==> config.mk <==
export PLATFORM = sky130hd
export DESIGN_NAME = sreg_pq
export DESIGN_NICKNAME = d
export VERILOG_FILES = /design/src/rtl/sreg_pq.sv
export SDC_FILE = /design/constraint.sdc
export NUM_CORES = 1
export LEC_CHECK = 0
export BUFFER_PORTS_ARGS = -buffer_cell sky130_fd_sc_hd__buf_2
export CAP_MARGIN = 40
export CORE_AREA = 2 2 106 159
export DETAILED_ROUTE_END_ITERATION = 6
export DIE_AREA = 0 0 108 161
export PLACE_DENSITY_LB_ADDON = 0.3
export SLEW_MARGIN = 20
export SYNTH_ARGS = -nofsm -noshare
export SYNTH_HDL_FRONTEND = slang
export SYNTH_SLANG_ARGS = --single-unit
==> constraint.sdc <==
create_clock -name clk -period 9.15 [get_ports clk]
set_input_delay 0.915 -clock clk [delete_from_list [all_inputs] [get_ports clk]]
set_output_delay 0.915 -clock clk [all_outputs]
set_load 0.005 [all_outputs]
==> src/rtl/sreg_pq.sv <==
// Sorted shift-register min-priority queue: head (smallest key) at r_ent[0].
// Insertions take one extra INS cycle; equal keys keep arrival order.
module sreg_pq #(
  parameter int DEPTH = 8,
  parameter int KV_W  = 16,
  parameter int KEY_W = 8
) (
  input  logic            clk,
  input  logic            rst,
  input  logic            enq,
  input  logic            deq,
  input  logic [KV_W-1:0] kvi,
  output logic [KV_W-1:0] kvo,
  output logic            full,
  output logic            empty,
  output logic            busy
);

  localparam int CNT_W = $clog2(DEPTH + 1);

  typedef enum logic {ST_IDLE = 1'b0, ST_INS = 1'b1} state_t;

  state_t           r_state;
  state_t           w_state_nxt;
  logic [KV_W-1:0]  r_ent [DEPTH];
  logic [KV_W-1:0]  w_ent_nxt [DEPTH];
  logic [CNT_W-1:0] r_cnt;
  logic [CNT_W-1:0] w_cnt_nxt;
  logic [KV_W-1:0]  r_pend;
  logic [KV_W-1:0]  w_pend_nxt;
  logic             r_full;
  logic             r_empty;
  logic             r_busy;
  logic             w_rem;
  logic             w_ins;
  logic             w_found;
  logic [CNT_W-1:0] w_pos;

  // Insert position: first valid entry whose key is strictly greater than the pending key
  always_comb begin
    w_found = 1'b0;
    w_pos   = r_cnt;
    for (int i = 0; i < DEPTH; i++) begin
      if (!w_found && (CNT_W'(i) < r_cnt) &&
          (r_ent[i][KV_W-1 -: KEY_W] > r_pend[KV_W-1 -: KEY_W])) begin
        w_found = 1'b1;
        w_pos   = CNT_W'(i);
      end else begin
        w_found = w_found;
      end
    end
  end

  // Next-state logic for the FSM, storage array, count and pending word
  always_comb begin
    w_state_nxt = r_state;
    w_cnt_nxt   = r_cnt;
    w_pend_nxt  = r_pend;
    w_ent_nxt   = r_ent;
    w_rem       = deq && (r_cnt != CNT_W'(0));
    w_ins       = enq && (w_rem || (r_cnt != CNT_W'(DEPTH)));
    case (r_state)
      ST_IDLE: begin
        if (w_rem) begin
          // Slots at and beyond cnt stay zero so r_ent[0] doubles as kvo
          for (int i = 0; i < DEPTH - 1; i++) begin
            w_ent_nxt[i] = r_ent[i+1];
          end
          w_ent_nxt[DEPTH-1] = {KV_W{1'b0}};
          w_cnt_nxt = r_cnt - CNT_W'(1);
        end else begin
          w_cnt_nxt = r_cnt;
        end
        if (w_ins) begin
          w_pend_nxt  = kvi;
          w_state_nxt = ST_INS;
        end else begin
          w_state_nxt = ST_IDLE;
        end
      end
      ST_INS: begin
        for (int i = 0; i < DEPTH; i++) begin
          if (CNT_W'(i) == w_pos) begin
            w_ent_nxt[i] = r_pend;
          end else if ((i > 0) && (CNT_W'(i) > w_pos)) begin
            w_ent_nxt[i] = r_ent[(i > 0) ? i - 1 : 0];
          end else begin
            w_ent_nxt[i] = r_ent[i];
          end
        end
        w_cnt_nxt   = r_cnt + CNT_W'(1);
        w_state_nxt = ST_IDLE;
      end
      default: begin
        w_state_nxt = ST_IDLE;
      end
    endcase
  end

  // State and output registers with synchronous reset
  always_ff @(posedge clk) begin
    if (rst) begin
      r_state <= ST_IDLE;
      r_cnt   <= '0;
      r_pend  <= '0;
      r_full  <= 1'b0;
      r_empty <= 1'b1;
      r_busy  <= 1'b0;
      for (int i = 0; i < DEPTH; i++) begin
        r_ent[i] <= '0;
      end
    end else begin
      r_state <= w_state_nxt;
      r_cnt   <= w_cnt_nxt;
      r_pend  <= w_pend_nxt;
      r_full  <= (w_cnt_nxt == CNT_W'(DEPTH));
      r_empty <= (w_cnt_nxt == CNT_W'(0));
      r_busy  <= (w_state_nxt == ST_INS);
      for (int i = 0; i < DEPTH; i++) begin
        r_ent[i] <= w_ent_nxt[i];
      end
    end
  end

  assign kvo   = r_ent[0];
  assign full  = r_full;
  assign empty = r_empty;
  assign busy  = r_busy;

endmodule

==> metrics.yaml, run 1 <==
setup_viol: 0
drt-total-wl_um: 26450
finalWorstSetupSlack_ps: 4576
synth.distinct_cells: 71
initialDrtViolationCount: 539
synth_nets: 1138
routedWlPerCell_um: 21.21
ys_seq_elements: 151
grt-ovfl-total: 0
area.growth.synth_to_final_pct: 7.695
crit_path_max_fanout: 32
tightest_slew_ps: 893.6
yosysTopAreaCellShare_pct: 31.89
regToRegSetupSlack_ps: 4580
drtAntennaViolNets: 0
reg2reg_depth: 13
fp.dieW_um: 108
avgSynthCellArea_um2: 9.019
cts_resized: 0
port_buffers: 38
ys_top_cells_by_area: "dfxtp_1 32%, mux2i_1 15%, ha_1 8.8%"
internal_power_mw: 1.850
synth_top_family_by_area: "compound AO/OA/AOI/OAI gates"
multiInputGateArea_um2: 5838
place_ws_ps: 4712
gp_congestion: 0.9616
rsz0062_at_grt: "false"
grt_max_degree: 63
placementRows: 57
synth-xor-area-share_pct: 0.2772
fin_setup_tns_ps: 0
crit_type: "reg -> reg"
max_freq_mhz: 218.6
totalPowerFinal_mw: 3.378
initial_core_util_pct: 59.07
post_cts_buffers: 0
nets: 1115
final_hold_viol_count: 0
p_leak_nw: 4.016
fp.dieH_um: 161
cp-start-kind: "register"
clkPwrFrac_pct: 21.1
drc: 0
synth_ff_type: "dfxtp_1"
yosysSeqAreaShare_pct: 31.89
antenna_cells: 0
timing.final.max_slew_violations: 0
crit_required_ps: 9520
cts-buffers-inserted: 17
core-area_um2: 16050
vias_per_cell: 6.434
cap_violations: 0
synth_largest_area_cell: "dfxtp_1"
synth-compound-area-share_pct: 25.22
cp.arrival_ps: 4950
switching_share_pct: 45.24
htreeDepth: 4
synthAdderAreaFrac_pct: 8.844
min_path_type: "reg -> reg"
synth_edf_count: 0
yosys_warnings: 0
synth_area_um2: 9479
ios: 39
worstHoldStart: "r_ent[6]"
peakVddDrop_mv: 0.3461
cts.path.max_buffers: 2
num_vias: 8023
min_path_cells: 2
endpoint_kind: "register"
muxShareOfSynthArea_pct: 14.99
power.density_nw_per_um2: 330.9
grt_pass1_vias: 8038
cts_root_buf: "clkbuf_16"
pwr-share-comb_pct: 51.4
nFillCells: 1401
post-route-util_pct: 63.62
yosys.area_share.simple_pct: 11.92
cts_tree: "done"
async_reset_ff_share_pct: 0
worstReg2RegStart: "r_pend[13]"
dpl.hpwl_um: 18500
grt_pass1_wl_um: 41660
drive_gt1_share_pct: 13.93
cts.clk_slew.worst_paths_ps: 70
synth_cells: 1051
grt_usage_pct: 31.04
slew_headroom_pct: 40.43
r2r_end: "r_ent[106]"
p_switching_mw: 1.528
hold_path_end: "r_ent[6]"
dieArea_um2: 17390
cts_sinks: 151
dr.pass1.iters: 5
post-route-period-util_pct: 49.98
sequentialPowerShare_pct: 27.5
finClkSkew_ps: 11.23
clk_latency_ps: 430
antenna_found_initial: 0
run_status: "finished clean"
fin_crit_ps: 4574
hold_buffers: 0
seqCellArea_um2: 3027
-- cell usage in the layout, fill, tap and decap left out, types with 4 or more instances in the layout --
master	count
dfxtp_1	150
mux2i_1	142
nor2_1	131
a21oi_1	103
a22o_1	81
ha_1	67
nand2_1	46
buf_2	38
inv_1	35
o21ai_0	18
clkbuf_16	17
a211oi_2	16
buf_4	15
nand4_1	14
nor2b_1	11
o21ai_1	11
nand3_1	9
o221ai_1	9
o221ai_2	9
o211ai_1	7
a21o_1	6
nor3_1	6
and2_1	5
a31oi_1	4
a211oi_1	4
clkinv_4	4
inv_6	4
-- synthesized netlist by cell type (all sizes together) (3+ instances only) --
library cell	instances
nor3	7
a211oi	21
nor2	132
a21boi	3
a31oi	4
nor3b	5
nand2	47
nor2b	11
o21a	3
and2	5
or2	4
o211a	3
o21ai	31
nand3	10
a21oi	106
o221ai	18
nand4	14
a21o	6
clkbuf	51
inv	35
dfxtp	151
xnor2	3
nand2b	3
ha	67
mux2i	142
a22o	81
buf	48
o211ai	8
-- final cells by class --
class | instances | area share, %
Clock buffer | 17 | 4.167
Inverter | 35 | 1.287
Multi-Input combinational cell | 766 | 57.19
Sequential cell | 151 | 29.65
Timing Repair Buffer | 57 | 3.567
Tap cell | 206 | 2.525
Clock inverter | 15 | 1.618
-- worst max path at each step --
stage                from    endpoint
2_1_floorplan  r_pend[13]   r_ent[25]
3_3_place_gp   r_pend[11]   r_ent[67]
3_5_place_dp   r_pend[13]   r_ent[98]
4_1_cts        r_pend[13]  r_ent[106]
5_1_grt        r_pend[15]  r_ent[111]
6_report       r_pend[13]  r_ent[106]
-- power groups by stage --
stage               clock (mW)  sequential [mW]  combinational, mW
detailed placement           0            0.938               1.70
CTS                      0.716            0.925               1.71
finish                   0.713            0.930               1.73
floorplan                    0            0.856               1.43
global placement             0            0.939               1.67
global route             0.747            0.942               1.87
-- sequential cells by signal, indices dropped and copies added, names as in the netlist --
signal  cells
r_pend     16
full        1
busy        1
r_ent     112
kvo        16
r_cnt       4
empty       1
-- per-stage QoR --
| stage | cell area (µm²) | instances | hold slack [ps] |
|---|---|---|---|
| global route | 10210 | 1247 | 486.5 |
| detailed placement | 9618 | 1215 | 441.5 |
| global placement | 9557 | 1211 | 434.6 |
| CTS | 10210 | 1247 | 450.4 |
| floorplan | 9479 | 1051 | 424.9 |
| finish | 10210 | 1247 | 447.7 |
-- routing by layer --
metal	GRT usage [%]	vias to the layer above	share of wire [%]
met1	34.89	3887	38
met3	4.762	90	4.2
met2	54.92	256	53
met5	0	-	0
met4	17.54	0	5.1
li1	-	3790	-
-- critical path, stage by stage, from the launching register on --
cell	delay, ps
dfxtp_1	550
inv_1	290
ha_1	370
a21oi_1	180
o21ai_0	170
o311ai_4	470
a21boi_1	310
nor3b_1	350
o21ai_0	200
nand3_1	260
o31ai_4	70
buf_4	280
nor3b_4	730
a22o_1	260
-- logic make-up (layout without fill, tap and decap cells) --
family,Yosys count,after routing
buf+inv,134,124
simple gates,245,245
flops,151,151
mux,142,142
xor+xnor,3,3
fa+ha+maj,67,67
compound gates,309,309
Note: power is estimated with default switching activity, not from simulation.
==> inputs of run 2 (changes only) <==
clock period = 4.4 ns   (was 9.15 ns; I/O delays follow)
==> run 2 against run 1 <==
- count of clock-buffer cells in the layout unchanged
- via count decreased by 1.2%
- register-to-register slack got worse by 4200 ps
- fmax increased by 15%
- clock skew shrank 2.7 ps
- critical endpoint is now r_ent[58]
==> metrics.yaml, run 2 (same netlist as run 1, synthesis figures left out) <==
run_status: "finished clean"
antenna_found_initial: 0  # unchanged
crit_path_max_fanout: 16  # -50%
num_vias: 7927  # -1.2%
htreeDepth: 4  # unchanged
drt-total-wl_um: 25510  # -3.6%
drtAntennaViolNets: 0  # unchanged
cts.path.max_buffers: 2  # unchanged
fp.dieW_um: 108  # unchanged
cp-start-kind: "register"
setup_viol: 0  # unchanged
fp.dieH_um: 161  # unchanged
finClkSkew_ps: 8.529  # -2.704 ps
largest_register_ff_count: 112  # unchanged
cts_sinks: 151  # unchanged
cts_resized: 0  # unchanged
power.density_nw_per_um2: 676.8  # +100%
grt_usage_pct: 29.87  # -1.2 points
grt-ovfl-total: 0  # unchanged
nFillCells: 1391  # -0.71%
nets: 1125  # +0.90%
ios: 39  # unchanged
finalWorstSetupSlack_ps: 411.9  # -4164 ps
grt_pass1_wl_um: 40270  # -3.3%
crit_type: "reg -> reg"
max_freq_mhz: 250.7  # +15%
design_area_um2: 10250  # +0.43%
gp_congestion: 0.9184  # -4.5%
place_ws_ps: 496.5  # -4216 ps
fin_setup_tns_ps: 0  # unchanged
top_register: "r_ent"
peakVddDrop_mv: 1.004  # +190%
rsz0062_at_grt: "false"
area.growth.synth_to_final_pct: 8.157
slew_headroom_pct: 46.22  # +5.8 points
postPlaceCellArea_um2: 9674  # +0.59%
hold_buffers: 0  # unchanged
core-area_um2: 16050  # unchanged
final_common_cell: "dfxtp_1"
routedWlPerCell_um: 20.29  # -4.3%
endpoint_kind: "register"
cts-buffers-inserted: 17  # unchanged
p_leak_nw: 4.058  # +1.0%
cts.clk_slew.worst_paths_ps: 70  # about the same
cp.arrival_ps: 4330  # -620 ps
tightest_slew_ps: 805.9  # -87.68 ps
cts_tree: "done"
placementRows: 57  # unchanged
initial_core_util_pct: 59.07  # unchanged
antenna_cells: 0  # unchanged
layout_common_cells: "150 x dfxtp_1, 142 x mux2i_1, 131 x nor2_1"
vias_per_cell: 6.306  # -2.0%
clk_latency_ps: 440  # about the same
grt_max_degree: 170  # +170%
timing.final.max_slew_violations: 0  # unchanged
fin_crit_ps: 3988  # -585.5 ps
dpl.hpwl_um: 17970  # -2.9%
dr.pass1.iters: 7  # +2
drc: 0  # unchanged
port_buffers: 38  # unchanged
drive_gt1_share_pct: 14.75  # +0.82 points
crit_required_ps: 4740  # -4780 ps
post-route-util_pct: 63.89  # +0.27 points
dieArea_um2: 17390  # unchanged
final_hold_viol_count: 0  # unchanged
grt_pass1_vias: 7853  # -2.3%
cts_root_buf: "clkbuf_16"
post_cts_buffers: 0  # unchanged
initialDrtViolationCount: 451  # -16%
cap_violations: 0  # unchanged
min_path_type: "in -> reg"
post-route-period-util_pct: 90.64  # +41 points
## run 2: cell types whose count changed in the layout (fill, tap and decap cells not counted), sizes merged
cell      before  now
buf           57   67
inv           42   45
bufinv         1    0
clkinv         5    4
clkinvlp       2    1
## run 2: layout make-up
| class | instances | area [µm²] | share of cell area [%] |
|---|---|---|---|
| multi-input cells | 766 | 5838 | 56.94 |
| flip-flops and latches | 151 | 3027 | 29.52 |
| clock buffers | 17 | 425.4 | 4.149 |
| repair buffers | 67 | 420.4 | 4.101 |
| well taps | 206 | 257.7 | 2.514 |
| clock inverters | 15 | 152.6 | 1.489 |
| inverters | 35 | 131.4 | 1.281 |
## run 2: worst paths after layout
check,cells past startpoint,slack (ps),from,endpoint
max,12,410,r_pend[15],r_ent[58]
max reg2reg,12,410,r_pend[15],r_ent[58]
min,3,220,kvi[1],r_pend[1]
min reg2reg,2,460,r_ent[7],r_ent[7]
## run 2: worst max-delay path, cell delays in order (launching register included)
cell and delay, ps:
dfxtp_1 320, inv_1 240, ha_1 320, a21oi_1 200, o21ai_0 170, o311ai_4 480, a21boi_1 310, o211ai_1 210
o211ai_4 340, nand3_2 540, mux2i_1 410, a21oi_1 130, a22o_1 210
## run 2: routing by layer
layer  vias to the layer above  track usage [%]  share of wire [%]
met4                         0            15.91                4.5
met2                       220            54.72                 52
met5                         -                0                  0
met1                      3816            32.38                 39
met3                        79            4.560                3.9
li1                       3812                -                  -
## run 2: report_power, final
part / switching (mW) / total (mW) / internal [mW] / leakage (nW)
Sequential: 0.295 / 1.90 / 1.60 / 1.23
Clock: 0.683 / 1.44 / 0.755 / 0.282
Combinational: 2.15 / 3.60 / 1.45 / 2.55
Total: 3.13 / 6.94 / 3.81 / 4.06
## run 2: stage by stage
step / hold WS (ps) / power (mW) / instances
detailed placement: 442.8 / 5.468 / 1225
floorplan: 424.9 / 4.744 / 1051
CTS: 219.7 / 6.914 / 1257
global route: 225.9 / 7.341 / 1257
global placement: 435.0 / 5.410 / 1225
finish: 223.9 / 6.939 / 1257
==> inputs of run 3 (changes only) <==
CORE_AREA = 2 2 109 163   (was 2 2 106 159)
DIE_AREA = 0 0 111 165   (was 0 0 108 161)
clock period = 3.3 ns   (was 4.4 ns; I/O delays follow)
==> run 3 against run 2 <==
- the flow now finishes with violations (setup timing)
- clock power grew 44%
- design area grew 21%
- fmax grew 17%
- cell count grew 9.6%
- power grew 83%
- critical path depth grew 2
- via count grew 13%
- die area grew 5.3%
- critical endpoint is now r_ent[39]
- largest cell class unchanged
- largest power group unchanged
==> metrics.yaml, run 3 (same netlist as run 1, synthesis figures left out) <==
run_status: "finished with violations"
violations: "setup timing"
finClkSkew_ps: 7.632  # -0.8972 ps
drc: 0  # unchanged
grt-ovfl-total: 0  # unchanged
antenna_found_initial: 0  # unchanged
gp_congestion: 0.9405  # +2.4%
cp.arrival_ps: 3740  # -590 ps
fin_crit_ps: 3417  # -571.5 ps
antenna_cells: 0  # unchanged
power.density_nw_per_um2: 1022  # +51%
cts-buffers-inserted: 17  # unchanged
dr.pass1.iters: 5  # -2
grt_usage_pct: 30.65  # +0.78 points
nets: 1242  # +10%
drive_gt1_share_pct: 32.62  # +18 points
hold_path_end: "r_pend[2]"
cap_violations: 0  # unchanged
cts_sinks: 151  # unchanged
tightest_slew_ps: 780.6  # -25.29 ps
cp-start-kind: "register"
num_vias: 8994  # +13%
r2r_end: "r_ent[39]"
rsz0062_at_grt: "true"
final_hold_viol_count: 0  # unchanged
peakVddDrop_mv: 0.8296  # -17%
layout_common_cells: "142 x dfxtp_1, 129 x nor2_1, 108 x mux2i_1"
initialDrtViolationCount: 755  # +67%
slew_headroom_pct: 47.96  # +1.7 points
timing.final.max_slew_violations: 0  # unchanged
nFillCells: 1076  # -23%
vias_per_cell: 6.527  # +3.5%
cts_root_buf: "clkbuf_16"
fp.dieW_um: 111  # +2.8%
drtAntennaViolNets: 0  # unchanged
cts_tree: "done"
clk_latency_ps: 440  # about the same
grt_max_degree: 81  # -52%
grt_pass1_vias: 8933  # +14%
worstReg2RegStart: "r_pend[10]"
drt-total-wl_um: 31510  # +24%
crit_required_ps: 3620  # -1120 ps
p_leak_nw: 4.828  # +19%
regToRegSetupSlack_ps: -120  # -530 ps
cts.path.max_buffers: 2  # unchanged
htreeDepth: 4  # unchanged
placementRows: 58  # +1.8%
fin_hold_ws_ps: 124.8  # -99.08 ps
ios: 39  # unchanged
dpl.hpwl_um: 19540  # +8.7%
cts.clk_slew.worst_paths_ps: 70  # about the same
area.growth.synth_to_final_pct: 30.83
design_area_um2: 12400  # +21%
setup_viol: 39  # +39
core-area_um2: 16760  # +4.5%
postPlaceCellArea_um2: 10570  # +9.3%
worstHoldStart: "kvi[2]"
min_path_type: "in -> reg"
max_freq_mhz: 292.7  # +17%
post-route-period-util_pct: 103.5  # +13 points
initial_core_util_pct: 56.55  # -2.5 points
fp.dieH_um: 165  # +2.5%
crit_path_max_fanout: 8  # -8
routedWlPerCell_um: 22.86  # +13%
top_register: "r_ent"
largest_register_ff_count: 112  # unchanged
final_common_cell: "dfxtp_1"
finalWorstSetupSlack_ps: -116.5  # -528.5 ps
endpoint_kind: "register"
crit_type: "reg -> reg"
grt_pass1_wl_um: 44730  # +11%
min_path_cells: 3  # unchanged
reg2reg_depth: 14  # +2
dieArea_um2: 18320  # +5.3%
port_buffers: 38  # unchanged
[run 3: worst max-delay path, stage by stage (launching register included)]
cell,delay (ps)
dfxtp_4,370
inv_6,60
ha_1,320
o21ai_2,140
a21oi_2,60
o311ai_4,290
a21bo_4,290
or3_4,390
buf_6,140
a211oi_4,160
a21boi_4,280
buf_12,190
mux2i_1,220
a21oi_1,130
a22o_1,240
[run 3: per-stage QoR]
step                setup slack, ps  util, %  total power, mW  cells  TNS [ps]
floorplan                    -12.70        -            6.363   1051    -224.1
finish                       -116.5    73.98            12.68   1378     -1633
detailed placement           -203.3    63.05            8.392   1319    -11490
CTS                          -70.87    69.60            11.26   1370    -427.3
global route                 -193.1    73.98            13.14   1378    -11390
global placement             -193.9    63.01            8.284   1318     -7851
[run 3: layer usage]
metal  vias up  part of all wire, %  GRT usage, %
met3       145                  6.3         4.330
li1       4053                    -             -
met2       422                   51         57.56
met5         -                    0             0
met4         0                  6.1         18.47
met1      4374                   36         32.42
[run 3: worst max-delay path by stage]
stage	slack (ps)	cells past startpoint	end	from
floorplan	-10	15	r_ent[96]	r_pend[12]
global placement	-190	12	r_ent[47]	r_pend[13]
detailed placement	-200	14	r_ent[101]	r_pend[15]
global route	-190	14	r_ent[39]	r_pend[8]
CTS	-70	16	r_ent[42]	r_pend[12]
finish	-120	14	r_ent[39]	r_pend[10]
[run 3: power by group]
group,internal [mW],switching [mW]
combinational,3.98,4.10
clock,1.21,0.871
sequential,2.14,0.374
[run 3: repair_timing]
| action | in CTS | in global routing |
|---|---|---|
| pin swaps | 26 | 106 |
| hold endpoints to repair | 0 | 0 |
| buffers inserted | 17 | 10 |
| hold buffers | 0 | 0 |
| endpoints found under the setup margin | 127 | 128 |
| gates cloned | 2 | 8 |
| gates resized for setup | 65 | 123 |
[run 3: layout make-up]
| class | instances | area, µm² | area share [%] |
|---|---|---|---|
| Timing Repair Buffer | 184 | 1732 | 13.96 |
| Tap cell | 210 | 262.8 | 2.119 |
| Sequential cell | 151 | 3049 | 24.59 |
| Inverter | 35 | 166.4 | 1.342 |
| Clock inverter | 15 | 190.2 | 1.533 |
| Multi-Input combinational cell | 766 | 6576 | 53.03 |
| Clock buffer | 17 | 425.4 | 3.430 |
